## src/rtl/hit_resolver.sv

```systemverilog
// rtl/hit_resolver.sv - per-frame combat resolver: hit detection, hitstun, health, KO (optional macro: HIT_GUARD_EN)
module hit_resolver #(
  parameter int unsigned MAX_HEALTH        = 100,
  parameter int unsigned HIT_DAMAGE        = 10,
  parameter int unsigned HITSTUN_FRAMES    = 12,
  parameter int unsigned GUARD_DAMAGE      = 2,
  parameter int unsigned GUARD_STUN_FRAMES = 4,
  parameter int unsigned HITBOX_W          = 40,
  parameter int unsigned HITBOX_H          = 80,
  parameter int unsigned HURTBOX_W         = 40,
  parameter int unsigned HURTBOX_H         = 45
) (
  input  logic       clk,
  input  logic       reset_n,
  input  logic       SCEN,
  input  logic       new_round,
  input  logic [9:0] p1_pos_x,
  input  logic [9:0] p1_pos_y,
  input  logic [9:0] p2_pos_x,
  input  logic [9:0] p2_pos_y,
  input  logic       p1_facing,
  input  logic       p2_facing,
  input  logic       p1_attack_damage,
  input  logic       p2_attack_damage,
  input  logic       p1_guard,
  input  logic       p2_guard,
  output logic       p1_hitstun_active,
  output logic       p2_hitstun_active,
  output logic [6:0] p1_health,
  output logic [6:0] p2_health,
  output logic       p1_hit,
  output logic       p2_hit,
  output logic       ko,
  output logic [1:0] winner
);

  typedef enum logic {ST_FIGHT = 1'b0, ST_KO = 1'b1} state_t;

  state_t     state_q, state_d;
  logic [6:0] health1_q, health1_d, health2_q, health2_d;
  logic [7:0] stun1_q, stun1_d, stun2_q, stun2_d;
  logic       conn1_q, conn1_d, conn2_q, conn2_d;
  logic       hit1_q, hit1_d, hit2_q, hit2_d;
  logic       ko_q, ko_d;
  logic [1:0] winner_q, winner_d;

  logic       hit_on_p1, hit_on_p2;
  logic       guard1, guard2;
  logic [6:0] dmg1, dmg2;
  logic [7:0] stun_ld1, stun_ld2;

  // Box edges live in a +64 biased 12-bit space so boxes hanging off the left edge never wrap.
  function automatic logic [11:0] biased(input logic [9:0] v);
    return {2'b00, v} + 12'd64;
  endfunction

  function automatic logic overlap(input logic [11:0] a0, input logic [11:0] a1,
                                   input logic [11:0] b0, input logic [11:0] b1);
    return (a0 < b1) && (b0 < a1);
  endfunction

  // Attacker hitbox (same geometry as the debug overlay) against defender hurtbox.
  function automatic logic box_hit(input logic [9:0] ax, input logic [9:0] ay, input logic af,
                                   input logic [9:0] dx, input logic [9:0] dy);
    logic [11:0] hx0, hy0, ux0, uy0;
    hx0 = af ? biased(ax) + 12'd85 : biased(ax) - 12'd5;
    hy0 = biased(ay) - 12'd5;
    ux0 = biased(dx) + 12'd40;
    uy0 = biased(dy) + 12'd53;
    return overlap(hx0, hx0 + 12'(HITBOX_W), ux0, ux0 + 12'(HURTBOX_W)) &&
           overlap(hy0, hy0 + 12'(HITBOX_H), uy0, uy0 + 12'(HURTBOX_H));
  endfunction

  function automatic logic [6:0] sat_sub(input logic [6:0] h, input logic [6:0] d);
    return (h > d) ? h - d : 7'd0;
  endfunction

`ifdef HIT_GUARD_EN
  // A guard only counts when the defender is turned toward the attacker.
  assign guard1 = p1_guard && (p1_facing == (p2_pos_x > p1_pos_x));
  assign guard2 = p2_guard && (p2_facing == (p1_pos_x > p2_pos_x));
`else
  logic unused_guard;
  assign unused_guard = &{1'b0, p1_guard, p2_guard};
  assign guard1 = 1'b0;
  assign guard2 = 1'b0;
`endif

  // Hit qualification and per-defender damage/stun selection.
  always_comb begin
    hit_on_p1 = (state_q == ST_FIGHT) && p2_attack_damage && !conn2_q && (stun1_q == 8'd0) &&
                box_hit(p2_pos_x, p2_pos_y, p2_facing, p1_pos_x, p1_pos_y);
    hit_on_p2 = (state_q == ST_FIGHT) && p1_attack_damage && !conn1_q && (stun2_q == 8'd0) &&
                box_hit(p1_pos_x, p1_pos_y, p1_facing, p2_pos_x, p2_pos_y);
    dmg1      = guard1 ? 7'(GUARD_DAMAGE) : 7'(HIT_DAMAGE);
    dmg2      = guard2 ? 7'(GUARD_DAMAGE) : 7'(HIT_DAMAGE);
    stun_ld1  = guard1 ? 8'(GUARD_STUN_FRAMES) : 8'(HITSTUN_FRAMES);
    stun_ld2  = guard2 ? 8'(GUARD_STUN_FRAMES) : 8'(HITSTUN_FRAMES);
  end

  // Frame update: everything advances only on SCEN; hit pulses last one clk.
  always_comb begin
    state_d   = state_q;
    health1_d = health1_q;
    health2_d = health2_q;
    stun1_d   = stun1_q;
    stun2_d   = stun2_q;
    conn1_d   = conn1_q;
    conn2_d   = conn2_q;
    hit1_d    = 1'b0;
    hit2_d    = 1'b0;
    ko_d      = ko_q;
    winner_d  = winner_q;
    if (SCEN) begin
      if (stun1_q != 8'd0) stun1_d = stun1_q - 8'd1;
      if (stun2_q != 8'd0) stun2_d = stun2_q - 8'd1;
      if (!p1_attack_damage) conn1_d = 1'b0;
      if (!p2_attack_damage) conn2_d = 1'b0;
      if (state_q == ST_FIGHT) begin
        if (hit_on_p1) begin
          health1_d = sat_sub(health1_q, dmg1);
          stun1_d   = stun_ld1;
          conn2_d   = 1'b1;
          hit1_d    = 1'b1;
        end
        if (hit_on_p2) begin
          health2_d = sat_sub(health2_q, dmg2);
          stun2_d   = stun_ld2;
          conn1_d   = 1'b1;
          hit2_d    = 1'b1;
        end
        if ((health1_d == 7'd0) || (health2_d == 7'd0)) begin
          state_d  = ST_KO;
          ko_d     = 1'b1;
          winner_d = {health1_d == 7'd0, health2_d == 7'd0};
        end
      end else if (new_round) begin
        state_d   = ST_FIGHT;
        health1_d = 7'(MAX_HEALTH);
        health2_d = 7'(MAX_HEALTH);
        stun1_d   = 8'd0;
        stun2_d   = 8'd0;
        conn1_d   = 1'b0;
        conn2_d   = 1'b0;
        ko_d      = 1'b0;
        winner_d  = 2'b00;
      end
    end
  end

  // State registers with asynchronous round reset.
  always_ff @(posedge clk or negedge reset_n) begin
    if (!reset_n) begin
      state_q   <= ST_FIGHT;
      health1_q <= 7'(MAX_HEALTH);
      health2_q <= 7'(MAX_HEALTH);
      stun1_q   <= 8'd0;
      stun2_q   <= 8'd0;
      conn1_q   <= 1'b0;
      conn2_q   <= 1'b0;
      hit1_q    <= 1'b0;
      hit2_q    <= 1'b0;
      ko_q      <= 1'b0;
      winner_q  <= 2'b00;
    end else begin
      state_q   <= state_d;
      health1_q <= health1_d;
      health2_q <= health2_d;
      stun1_q   <= stun1_d;
      stun2_q   <= stun2_d;
      conn1_q   <= conn1_d;
      conn2_q   <= conn2_d;
      hit1_q    <= hit1_d;
      hit2_q    <= hit2_d;
      ko_q      <= ko_d;
      winner_q  <= winner_d;
    end
  end

  assign p1_hitstun_active = (stun1_q != 8'd0);
  assign p2_hitstun_active = (stun2_q != 8'd0);
  assign p1_health         = health1_q;
  assign p2_health         = health2_q;
  assign p1_hit            = hit1_q;
  assign p2_hit            = hit2_q;
  assign ko                = ko_q;
  assign winner            = winner_q;

endmodule

```

## config.mk

```make
export PLATFORM = sky130hd
export DESIGN_NAME = hit_resolver
export DESIGN_NICKNAME = d
export VERILOG_FILES = /design/src/rtl/hit_resolver.sv
export SDC_FILE = /design/constraint.sdc
export NUM_CORES = 1
export LEC_CHECK = 0
export BUFFER_PORTS_ARGS = -buffer_cell sky130_fd_sc_hd__buf_2
export CORE_MARGIN = 4
export CORE_UTILIZATION = 50
export CTS_CLUSTER_SIZE = 14
export DETAILED_ROUTE_END_ITERATION = 10
export PLACE_DENSITY = 0.81
export SLEW_MARGIN = 0
export SYNTH_ARGS = -nofsm -noshare
export SYNTH_HDL_FRONTEND = slang
export SYNTH_SLANG_ARGS = --single-unit
```

## constraint.sdc

```tcl
create_clock -name clk -period 3.4 [get_ports clk]
set_input_delay 0 -clock clk [delete_from_list [all_inputs] [get_ports clk]]
set_output_delay 0 -clock clk [all_outputs]
set_load 0.005 [all_outputs]
```

==> results.tsv <==
metric	value	unit
initial antenna violation count	0	
dominant synthesized flop cell	dfrtp_1	
Nets	1499	
DR iter-0 viols	927	
area of the core	14590	um2
final worst slack	-0.9690	ns
Synth Register Bits	38	
share of cells above drive strength 1	40.38	%
die area	16940	um2
die width	130.1	um
final setup violation count	30	
Tcrit/Tclk final	128.5	%
GR Layer Usage met1	34.77	%
max_cap viols	0	
Worst Tran Pin Value	1.049	ns
Post-DP Area	10110	um2
Worst Hold End	conn1_q	
area leader, netlist	ha_1	
DP Wirelength	18070	um
hold wc startpoint	p1_attack_damage	
GR peak layer	met2	
clk buf depth	2	
reg2reg end	ko	
Crit Path Max Fanout	4	
Inserted Diodes	0	
min Tclk post-route	4.369	ns
slack of the worst reg-to-reg path	-0.19	ns
Final Wtd Congestion	0.9153	
clk sinks	38	
vias	9192	
Design Area, Final	11300	um2
placed insts	1463	
grt met2 use	54.28	%
FF-to-FF path depth	12	
post-route insts no fill	1499	
CTS H-tree depth	2	
number of buffers added on ports	68	
Min-Delay Path Class	in2reg	
DRT antenna net count	0	
via-per-instance ratio	6.132	
Crit. End Element	flip-flop	
# fillers	825	
GRT met3 Usage	2.292	%
Syn Inst Count	976	
async set-reset flop share out of synthesis	100.0	%
pwr/cell area	375.6	nW/um2
critical path class	in2reg	
row cnt	44	
Leakage	5.411	nW
Clock Skews	0.004633	ns
VDD IR max	0.2557	mV
Avg Cell Area, Syn	7.642	um2
WP data arrival	4.59	ns
Post-Route WL	28880	um
P&R area growth vs syn	51.45	%
Starting Density	51.12	%
Yosys cell types	84	
Synth Warn #	0	
failing checks	setup timing	
required time worst endpoint	3.62	ns
TritonCTS Buffers	5	
first-pass GRT wire length	40830	um
Synth Cell Area	7458	um2
largest net degree at the start of global routing	39	
outcome	complete, but fails checks	
root buf cell	clkbuf_16	
Critical Path Start Type	input pin	
post-synth top area share	22.48	%
die height	130.1	um
vias in the first global route	8925	
EDFF count, synth	0	
Worst-Skew Late Latency	0.29	ns
count of final hold-check violations	0	
Final Slew Violations	0	
setup TNS	-14.65	ns
GRT Residual Overflow	0	
worst r2r src	stun1_q[1]	
register area share after synthesis	12.85	%
final total power	4.243	mW
drt pass-1 iters	6	
Remaining DRCs	0	
routed wirelength normalized by instance count	19.27	um
Slew HR	29.45	%
Worst-path clk slew	0.06	ns
WHS Path Cells	5	
fmax	228.9	MHz
GRT Resource Usage Total	28.99	%
RSZ-0062 raised after global routing	yes	
I/O pin total	71	
CTS tree	done	
synth top area cells	ha_1 22%, dfrtp_1 11%, xnor2_1 9.6%, o21ai_0 5.2%, xor2_1 4.9%	
## area by class of cell
cell class / count / area [um2] / share of cell area [%]
inverter: 90 / 364.1 / 3.223
clock buffer: 5 / 125.1 / 1.108
clock inverter: 3 / 40.04 / 0.3545
sequential: 38 / 958.4 / 8.485
timing repair buffer: 360 / 2654 / 23.49
multi-input combinational: 819 / 6924 / 61.30
tap: 184 / 230.2 / 2.038
## cells in the mapped netlist, drive strengths merged, types with 9 or more instances
cell and count:
dfrtp 32, nand2 84, a211oi 11, nand3 32, inv 89, nand2b 17, buf 14, o211ai 13
o31ai 9, xnor2 82, nor2 62, o21ai 79, xor2 42, ha 134, a21oi 52, clkbuf 18
o21a 20, nor3 20, nor4 10
## power by group
part | switching (mW) | internal [mW] | total, mW | leakage, nW
clock | 0.189 | 0.343 | 0.532 | 0.0836
sequential | 0.181 | 0.601 | 0.783 | 0.457
combinational | 1.55 | 1.37 | 2.93 | 4.87
## per-layer routing
metal / part of all wire, % / routed length [um] / vias to the layer above
li1: - / - / 4139
met1: 38 / 10920 / 4312
met2: 49 / 14150 / 551
met3: 6.8 / 1976 / 190
met4: 6.4 / 1837 / 0
met5: 0 / 0 / -
## cells in the final DEF, fill, tap and decap left out, types with 7 or more instances in the layout
| master | count |
|---|---|
| o21a_1 | 20 |
| xor2_2 | 7 |
| ha_4 | 8 |
| inv_1 | 79 |
| xnor2_2 | 13 |
| nand2b_1 | 15 |
| nor2_1 | 58 |
| buf_2 | 60 |
| nand3_1 | 28 |
| o21ai_2 | 13 |
| nor3_1 | 13 |
| nand2_2 | 8 |
| ha_1 | 120 |
| dfrtp_1 | 32 |
| buf_6 | 17 |
| a21oi_2 | 10 |
| nor3b_1 | 7 |
| xnor2_1 | 68 |
| xor2_1 | 35 |
| o31ai_1 | 7 |
| a211oi_1 | 7 |
| or3_1 | 7 |
| o211ai_1 | 13 |
| buf_4 | 278 |
| nand2_1 | 74 |
| o21ai_1 | 16 |
| a21oi_1 | 40 |
| o21ai_0 | 47 |
## logic make-up after synthesis
| logic type | count (synthesis) | synth area share [%] |
|---|---|---|
| AND/OR/NAND/NOR | 283 | 18.92 |
| AO/OA/AOI/OAI | 263 | 23.02 |
| adder cells (fa/ha/maj) | 137 | 23.03 |
| XOR/XNOR | 124 | 14.56 |
| buffers and inverters | 122 | 6.475 |
| flip-flops | 38 | 12.85 |
| multiplexers | 8 | 1.090 |
| other | 1 | 0.05028 |
## worst max path at each step
stage	start	end	slack [ns]
2_1_floorplan	p2_facing	ko	-0.68
3_3_place_gp	p2_facing	p1_health[4]	-0.96
3_5_place_dp	p2_facing	ko	-1.10
4_1_cts	p2_facing	p1_health[4]	-0.75
5_1_grt	p1_pos_y[2]	ko	-1.15
6_report	p1_pos_y[2]	ko	-0.97
## stage by stage
stage          utilization, %  setup slack [ns]  hold slack [ns]
2_1_floorplan               -           -0.6823          -0.2956
3_3_place_gp            69.27           -0.9598           0.1467
6_report                77.43           -0.9690          0.09380
4_1_cts                 74.71           -0.7470          0.06344
5_1_grt                 77.43            -1.145           0.1100
3_5_place_dp            69.27            -1.096           0.1473
## worst max-delay path, stage by stage
cell and delay (ns):
buf_2 0.10, inv_1 0.05, ha_1 0.20, a21oi_1 0.32, buf_4 0.18, o21bai_1 0.07, xnor2_1 0.20, buf_4 0.17
a21oi_1 0.06, nor2_1 0.17, and3_1 0.23, nand3_1 0.11, ha_1 0.20, nor4_1 0.38, nand3_1 0.20, or4_4 0.59
a2111oi_4 0.20, a22o_2 0.25, mux2i_2 0.27, nand4_2 0.20, o211ai_1 0.19, o221a_2 0.25
## sequential cells by signal, indices dropped and copies added, names as in the netlist
| register | flops |
|---|---|
| state_q | 1 |
| conn2_q | 1 |
| stun1_q | 8 |
| p1_health | 7 |
| ko | 1 |
| p2_hit | 1 |
| stun2_q | 8 |
| p2_health | 7 |
| p1_hit | 1 |
| conn1_q | 1 |
| winner | 2 |
## what timing repair did
| item | in CTS | in global routing |
|---|---|---|
| pin swaps | 68 | 53 |
| buffers inserted | 25 | 8 |
| resized for setup | 117 | 77 |
| gates cloned | 1 | 0 |
| hold buffers | 1 | 0 |
| setup endpoints to repair | 29 | 30 |
| endpoints found under the hold margin | 32 | 0 |
Note: power is estimated with default switching activity, not from simulation.
